===== src/rtl/spi_pkg.sv =====
// Shared types for the SPI slave: FSM state, event pulse bundle, default word width.
// No logic; pure declarations.
// No flow control; consumers decide how the types are registered.
package spi_pkg;

    localparam int SPI_DW_DEFAULT = 8;

    typedef enum logic {
        ST_IDLE  = 1'b0,
        ST_SHIFT = 1'b1
    } spi_state_e;

    typedef struct packed {
        logic overrun;
        logic underrun;
        logic abort;
    } spi_evt_t;

endpackage


===== src/rtl/spi_sync_edge.sv =====
// Multi-flop synchronizer for an async input with rise/fall pulses one stage later.
// Latency: STAGES clocks to sync_o; edge pulses valid in the same cycle sync_o changes.
// No backpressure; pulses are single-cycle and must be consumed when asserted.
module spi_sync_edge #(
    parameter int   STAGES  = 2,
    parameter logic RST_VAL = 1'b0
) (
    input  logic clk_i,
    input  logic reset_i,
    input  logic d_i,
    output logic sync_o,
    output logic rise_o,
    output logic fall_o
);

    logic [STAGES-1:0] sync_q;
    logic              prev_q;

    always_ff @(posedge clk_i) begin
        if (reset_i) begin
            sync_q <= {STAGES{RST_VAL}};
            prev_q <= RST_VAL;
        end else begin
            sync_q <= {sync_q[STAGES-2:0], d_i};
            prev_q <= sync_q[STAGES-1];
        end
    end

    assign sync_o = sync_q[STAGES-1];
    assign rise_o = sync_o & ~prev_q;
    assign fall_o = ~sync_o & prev_q;

endmodule


===== src/rtl/spi_slave_param.sv =====
// SPI slave, all four cpol/cpha modes, one-word tx buffer and one-word rx holding register.
// Latency: SYNC_STAGES+1 clocks from any pin edge to internal action; rx word one clock after last sample.
// tx side: tx_ready low while buffer full; rx side: unread word is overwritten and flagged, never stalls the bus.
module spi_slave_param
    import spi_pkg::*;
#(
    parameter int DATA_WIDTH  = SPI_DW_DEFAULT,
    parameter int LSB_FIRST   = 0,
    parameter int SYNC_STAGES = 2
) (
    input  logic                  clk_i,
    input  logic                  reset_i,
    input  logic                  cpol_i,
    input  logic                  cpha_i,
    input  logic                  sclk_i,
    input  logic                  cs_i,
    input  logic                  mosi_i,
    output logic                  miso_o,
    input  logic [DATA_WIDTH-1:0] tx_data_i,
    input  logic                  tx_valid_i,
    output logic                  tx_ready_o,
    output logic [DATA_WIDTH-1:0] rx_data_o,
    output logic                  rx_valid_o,
    input  logic                  rx_ready_i,
    output logic                  rx_overrun_o,
    output logic                  tx_underrun_o,
    output logic                  frame_abort_o
);

    localparam int            CW   = $clog2(DATA_WIDTH);
    localparam logic [CW-1:0] LAST = CW'(DATA_WIDTH - 1);
    localparam bit            LSB  = (LSB_FIRST != 0);

    spi_state_e              state_q;
    logic [CW-1:0]           bit_cnt_q;
    logic [DATA_WIDTH-1:0]   tx_sh_q;
    logic [DATA_WIDTH-2:0]   rx_sh_q;
    logic [DATA_WIDTH-1:0]   rx_data_q;
    logic                    rx_valid_q;
    spi_evt_t                evt_q;
    logic [DATA_WIDTH-1:0]   txbuf_q, txbuf_d;
    logic                    txbuf_full_q, txbuf_full_d;
    logic [SYNC_STAGES-1:0]  mosi_sync_q;
    logic [1:0]              settle_q;
    logic                    armed_q;

    logic sclk_s, sclk_rise, sclk_fall, cs_s, cs_rise, cs_fall, mosi_s;
    logic sclk_edge, lead_ev, trail_ev, in_shift, sample_ev, shift_ev;
    logic word_done, start, load, consume, accept;
    logic [DATA_WIDTH-1:0] load_word, rx_word, tx_shifted;

    spi_sync_edge #(.STAGES(SYNC_STAGES), .RST_VAL(1'b0)) u_sclk_sync (
        .clk_i   (clk_i),
        .reset_i (reset_i),
        .d_i     (sclk_i),
        .sync_o  (sclk_s),
        .rise_o  (sclk_rise),
        .fall_o  (sclk_fall)
    );

    spi_sync_edge #(.STAGES(SYNC_STAGES), .RST_VAL(1'b1)) u_cs_sync (
        .clk_i   (clk_i),
        .reset_i (reset_i),
        .d_i     (cs_i),
        .sync_o  (cs_s),
        .rise_o  (cs_rise),
        .fall_o  (cs_fall)
    );

    always_ff @(posedge clk_i) begin
        if (reset_i) begin
            mosi_sync_q <= '0;
        end else begin
            mosi_sync_q <= {mosi_sync_q[SYNC_STAGES-2:0], mosi_i};
        end
    end
    assign mosi_s = mosi_sync_q[SYNC_STAGES-1];

    // The cs chain holds its reset value until flushed; only a real high arms frame entry.
    always_ff @(posedge clk_i) begin
        if (reset_i) begin
            settle_q <= 2'd0;
            armed_q  <= 1'b0;
        end else begin
            if (settle_q != 2'd3) settle_q <= settle_q + 2'd1;
            armed_q <= armed_q | ((settle_q == 2'd3) & cs_s);
        end
    end

    // Leading edge is the one that moves sclk away from its idle level.
    assign sclk_edge = sclk_rise | sclk_fall;
    assign lead_ev   = sclk_edge & (sclk_s ^ cpol_i);
    assign trail_ev  = sclk_edge & ~(sclk_s ^ cpol_i);
    assign in_shift  = (state_q == ST_SHIFT) & ~cs_rise;
    assign sample_ev = in_shift & (cpha_i ? trail_ev : lead_ev);
    assign shift_ev  = in_shift & (cpha_i ? lead_ev : trail_ev) & (bit_cnt_q != '0);
    assign word_done = sample_ev & (bit_cnt_q == LAST);
    assign start     = (state_q == ST_IDLE) & cs_fall & armed_q;
    assign load      = start | word_done;
    assign consume   = load & txbuf_full_q;
    assign accept    = tx_valid_i & ~txbuf_full_q;

    assign load_word  = txbuf_full_q ? txbuf_q : '0;
    assign rx_word    = LSB ? {mosi_s, rx_sh_q} : {rx_sh_q, mosi_s};
    assign tx_shifted = LSB ? {1'b0, tx_sh_q[DATA_WIDTH-1:1]} : {tx_sh_q[DATA_WIDTH-2:0], 1'b0};

    always_comb begin
        txbuf_full_d = txbuf_full_q;
        txbuf_d      = txbuf_q;
        if (consume) txbuf_full_d = 1'b0;
        if (accept) begin
            txbuf_full_d = 1'b1;
            txbuf_d      = tx_data_i;
        end
    end

    always_ff @(posedge clk_i) begin
        if (reset_i) begin
            txbuf_q      <= '0;
            txbuf_full_q <= 1'b0;
        end else begin
            txbuf_q      <= txbuf_d;
            txbuf_full_q <= txbuf_full_d;
        end
    end

    always_ff @(posedge clk_i) begin
        if (reset_i) begin
            state_q    <= ST_IDLE;
            bit_cnt_q  <= '0;
            tx_sh_q    <= '0;
            rx_sh_q    <= '0;
            rx_data_q  <= '0;
            rx_valid_q <= 1'b0;
            evt_q      <= '0;
        end else begin
            evt_q <= '0;
            if (rx_valid_q && rx_ready_i) rx_valid_q <= 1'b0;
            case (state_q)
                ST_IDLE: begin
                    if (start) begin
                        state_q        <= ST_SHIFT;
                        bit_cnt_q      <= '0;
                        tx_sh_q        <= load_word;
                        evt_q.underrun <= ~txbuf_full_q;
                    end
                end
                ST_SHIFT: begin
                    if (cs_rise) begin
                        state_q     <= ST_IDLE;
                        bit_cnt_q   <= '0;
                        evt_q.abort <= (bit_cnt_q != '0);
                    end else begin
                        if (word_done) begin
                            bit_cnt_q      <= '0;
                            rx_data_q      <= rx_word;
                            rx_valid_q     <= 1'b1;
                            evt_q.overrun  <= rx_valid_q & ~rx_ready_i;
                            tx_sh_q        <= load_word;
                            evt_q.underrun <= ~txbuf_full_q;
                        end else if (sample_ev) begin
                            bit_cnt_q <= bit_cnt_q + 1'b1;
                            rx_sh_q   <= LSB ? rx_word[DATA_WIDTH-1:1] : rx_word[DATA_WIDTH-2:0];
                        end
                        if (shift_ev) tx_sh_q <= tx_shifted;
                    end
                end
                default: state_q <= ST_IDLE;
            endcase
        end
    end

    assign miso_o        = (state_q == ST_SHIFT) & (LSB ? tx_sh_q[0] : tx_sh_q[DATA_WIDTH-1]);
    assign tx_ready_o    = ~txbuf_full_q;
    assign rx_data_o     = rx_data_q;
    assign rx_valid_o    = rx_valid_q;
    assign rx_overrun_o  = evt_q.overrun;
    assign tx_underrun_o = evt_q.underrun;
    assign frame_abort_o = evt_q.abort;

endmodule


===== config.mk =====
export PLATFORM = sky130hd
export DESIGN_NAME = spi_slave_param
export DESIGN_NICKNAME = d
export VERILOG_FILES = /design/src/rtl/spi_pkg.sv /design/src/rtl/spi_sync_edge.sv /design/src/rtl/spi_slave_param.sv
export SDC_FILE = /design/constraint.sdc
export NUM_CORES = 1
export LEC_CHECK = 0
export CAP_MARGIN = 30
export CORE_MARGIN = 5
export CORE_UTILIZATION = 30
export CTS_BUF_LIST = sky130_fd_sc_hd__clkbuf_16
export CTS_CLUSTER_DIAMETER = 80
export DETAILED_ROUTE_END_ITERATION = 8
export GPL_TIMING_DRIVEN = 0
export MAX_ROUTING_LAYER = met4
export RECOVER_POWER = 50
export SYNTH_ARGS = -nofsm -noshare
export SYNTH_HDL_FRONTEND = slang
export SYNTH_SLANG_ARGS = --single-unit

===== constraint.sdc =====
create_clock -name clk_i -period 4.36 [get_ports clk_i]
set_input_delay 1.308 -clock clk_i [delete_from_list [all_inputs] [get_ports clk_i]]
set_output_delay 1.308 -clock clk_i [all_outputs]
set_load 0.05 [all_outputs]

==> metrics <==
Layout Nets=256; number of global-route vias before repair=1526; Yosys top cell area share=52.44%; hpwl dp=2811 um; Max FO, Critical Path=10; Final Max Slew Viols=0; R2R Path Start=u_sclk_sync.sync_q[1]; Synth Area in XOR/XNOR=1.285%; slew margin rel.=37.28%; Post-Layout Cell Count=313; CP endpoint kind=flip-flop; clk root buf=clkbuf_16; clock tree sinks=51; CP startpoint=cpol_i; hold_sp=u_cs_sync.sync_q[0]; TritonRoute pass-1 iters=5; status=complete, no violations; io pins=31; Max H-tree Level=2; largest net degree at the start of global routing=16; WL met2=1806 um; Design Area, Final=2472 um2; synth cell count leaders=dfxtp_1, nor2_1, nand2_1, mux2i_1, a21oi_1; overall routing resource usage=10.55%; Post-Syn Nets=219; worst slew pin tran=914.7 ps; Ys Warns=0; max layer used=met4; flops & latches, synth=51; RSZ-0062 raised after global routing=false; Starting Density=30.84%; clock-pin slew on the worst setup and hold paths=60 ps; area leader, netlist=dfxtp_1; number of synthesized flops with an enable pin=0; pwr/cell area=372.9 nW/um2; clk_skew=8.727 ps; startpoint types=input pin; post-route antenna net violation count=0; HP Class=flip-flop to flip-flop; Placeable Area=6314 um2; Netlist cell types=35; Period Utilization, post-route=78.26%; Die ar.=8200 um2; WP data arrival=3610 ps; mux share of post-synthesis cell area=10.54%; # Post-CTS Setup Buffers=0; Die Y=90.56 um; sequential area share after synthesis=52.44%; Synth Instances=198; CTS Buffer Depth=2; simple-gate portion of the synthesized area=18.96%; Chip Width=90.56 um; fmax=293.1 MHz; endpoints failing setup=0; largest family of logic cells by synthesized area=simple AND/OR/NAND/NOR gates; placed insts=305; most common cell in the netlist=dfxtp_1; Ant. Diodes=0; Leakage=0.0009396 uW; Synth Flop Type=dfxtp_1; crit path kind=input pin to flip-flop; Pwr Total=921.9 uW; met3 routed WL=139 um; top post-synthesis cells by area=dfxtp_1, mux2i_1, nor2_1; post-CTS resize count=0; post-detailed-route wirelength per cell=12.67 um; Routability Congestion=0.7832; post-synthesis adder-cell area fraction=2.571%; VDD IR-drop max=0.2892 mV; Clk Latency, worst-skew pair=280 ps; Post-Syn Area=1947 um2; total number of vias=1473; CTS buffer count=5; maxcap violations=0; first-pass GRT wire length=7038 um; Rows=29; syn_area_per_cell=9.833 um2; routed vias/inst=4.706; number of fill cells=663; wire length on met1=1976 um; antenna violations before repair=0; Final TNS setup=0 ps; layout cells sized above 1=7.203%; grt ovf=0; Compound-Gate Fraction of Synth Area=11.25%; total routed wirelength=3965 um; hold buffers post-CTS=0; Critical Path RT=4550 ps; minimum clock period=3412 ps; Iteration-0 DRC Markers=96; P&R area growth vs syn=26.99%; IO buf count=30; DR DRC count=0; Area after DPL=2344 um2; Final Hold Fails=0; Async SR Flop Fraction=0%; CTS tree=built
[logic make-up after synthesis]
logic type	after synthesis
compound gates	33
xor+xnor	2
fa+ha+maj	4
buf+inv	13
flops	51
mux	19
simple gates	76
[flip-flops by register name, indices dropped and copies added (netlist names)]
| signal | count |
|---|---|
| u_sclk_sync.prev_q | 1 |
| txbuf_full_q | 1 |
| mosi_sync_q | 2 |
| frame_abort_o | 1 |
| rx_data_o | 8 |
| settle_q | 2 |
| tx_sh_q | 8 |
| rx_valid_o | 1 |
| rx_sh_q | 7 |
| txbuf_q | 8 |
| armed_q | 1 |
| u_sclk_sync.sync_q | 2 |
| rx_overrun_o | 1 |
| tx_underrun_o | 1 |
| u_cs_sync.sync_q | 2 |
| bit_cnt_q | 3 |
| state_q | 1 |
| u_cs_sync.prev_q | 1 |
[cell type report]
class	instances	area [um2]	share of cell area, %
clock buffer	5	125.1	5.061
buffer	8	38.79	1.569
multi-input combinational	134	855.8	34.62
tap	77	96.34	3.897
sequential	51	1021	41.30
timing repair buffer	30	300.3	12.15
clock inverter	3	16.27	0.6579
inverter	5	18.77	0.7591
[critical path, cell delays in order]
cell and delay, ps:
clkdlybuf4s50_1 510, xor2_2 180, mux2i_1 790, o22a_1 320, buf_6 150, a22oi_1 90
a211oi_1 250
[routing by layer]
| metal | vias to the layer above | global-route usage (%) |
|---|---|---|
| met4 | 0 | 2.605 |
| met1 | 678 | 14.34 |
| met3 | 7 | 1.833 |
| li1 | 752 | - |
| met5 | - | - |
| met2 | 36 | 16.28 |
[report_power, final]
group,internal [uW],total (uW),switching [uW]
clock,210,369,159
sequential,480,489,8.97
combinational,30.5,64.2,33.6
total,720,922,202
[path summary, 6_finish.rpt]
kind                         endpoint  cells after the start  slack (ps)
setup / recovery           tx_sh_q[5]                      7         950
hold / removal    u_cs_sync.sync_q[1]                      1         410
setup reg to reg           tx_sh_q[5]                      6        2220
hold reg to reg   u_cs_sync.sync_q[1]                      1         410
[through the flow]
step	hold slack (ps)	worst slack (ps)	utilization (%)
5_1_grt	433.4	733.8	39.16
6_report	414.5	948.0	39.16
2_1_floorplan	389.5	1701	-
3_5_place_dp	400.0	1002	37.12
3_3_place_gp	393.0	1021	37.12
4_1_cts	415.4	1279	39.36
[placed cells by master, fill, tap and decap left out, types with 2 or more instances in the layout]
cell type | synthesis | layout
a211oi_1 | 8 | 8
a21oi_1 | 13 | 13
a22oi_1 | 7 | 7
clkbuf_1 | 5 | 6
clkbuf_16 | 0 | 5
clkdlybuf4s50_1 | 0 | 17
dfxtp_1 | 51 | 51
dlygate4sd3_1 | 0 | 13
ha_1 | 4 | 4
inv_1 | 5 | 6
mux2_2 | 2 | 2
mux2i_1 | 16 | 17
nand2_1 | 23 | 23
nand2b_1 | 2 | 2
nand3b_1 | 3 | 3
nor2_1 | 27 | 27
nor2b_1 | 7 | 7
nor3_1 | 3 | 3
or2_2 | 3 | 3
(Power assumes the default switching activity.)
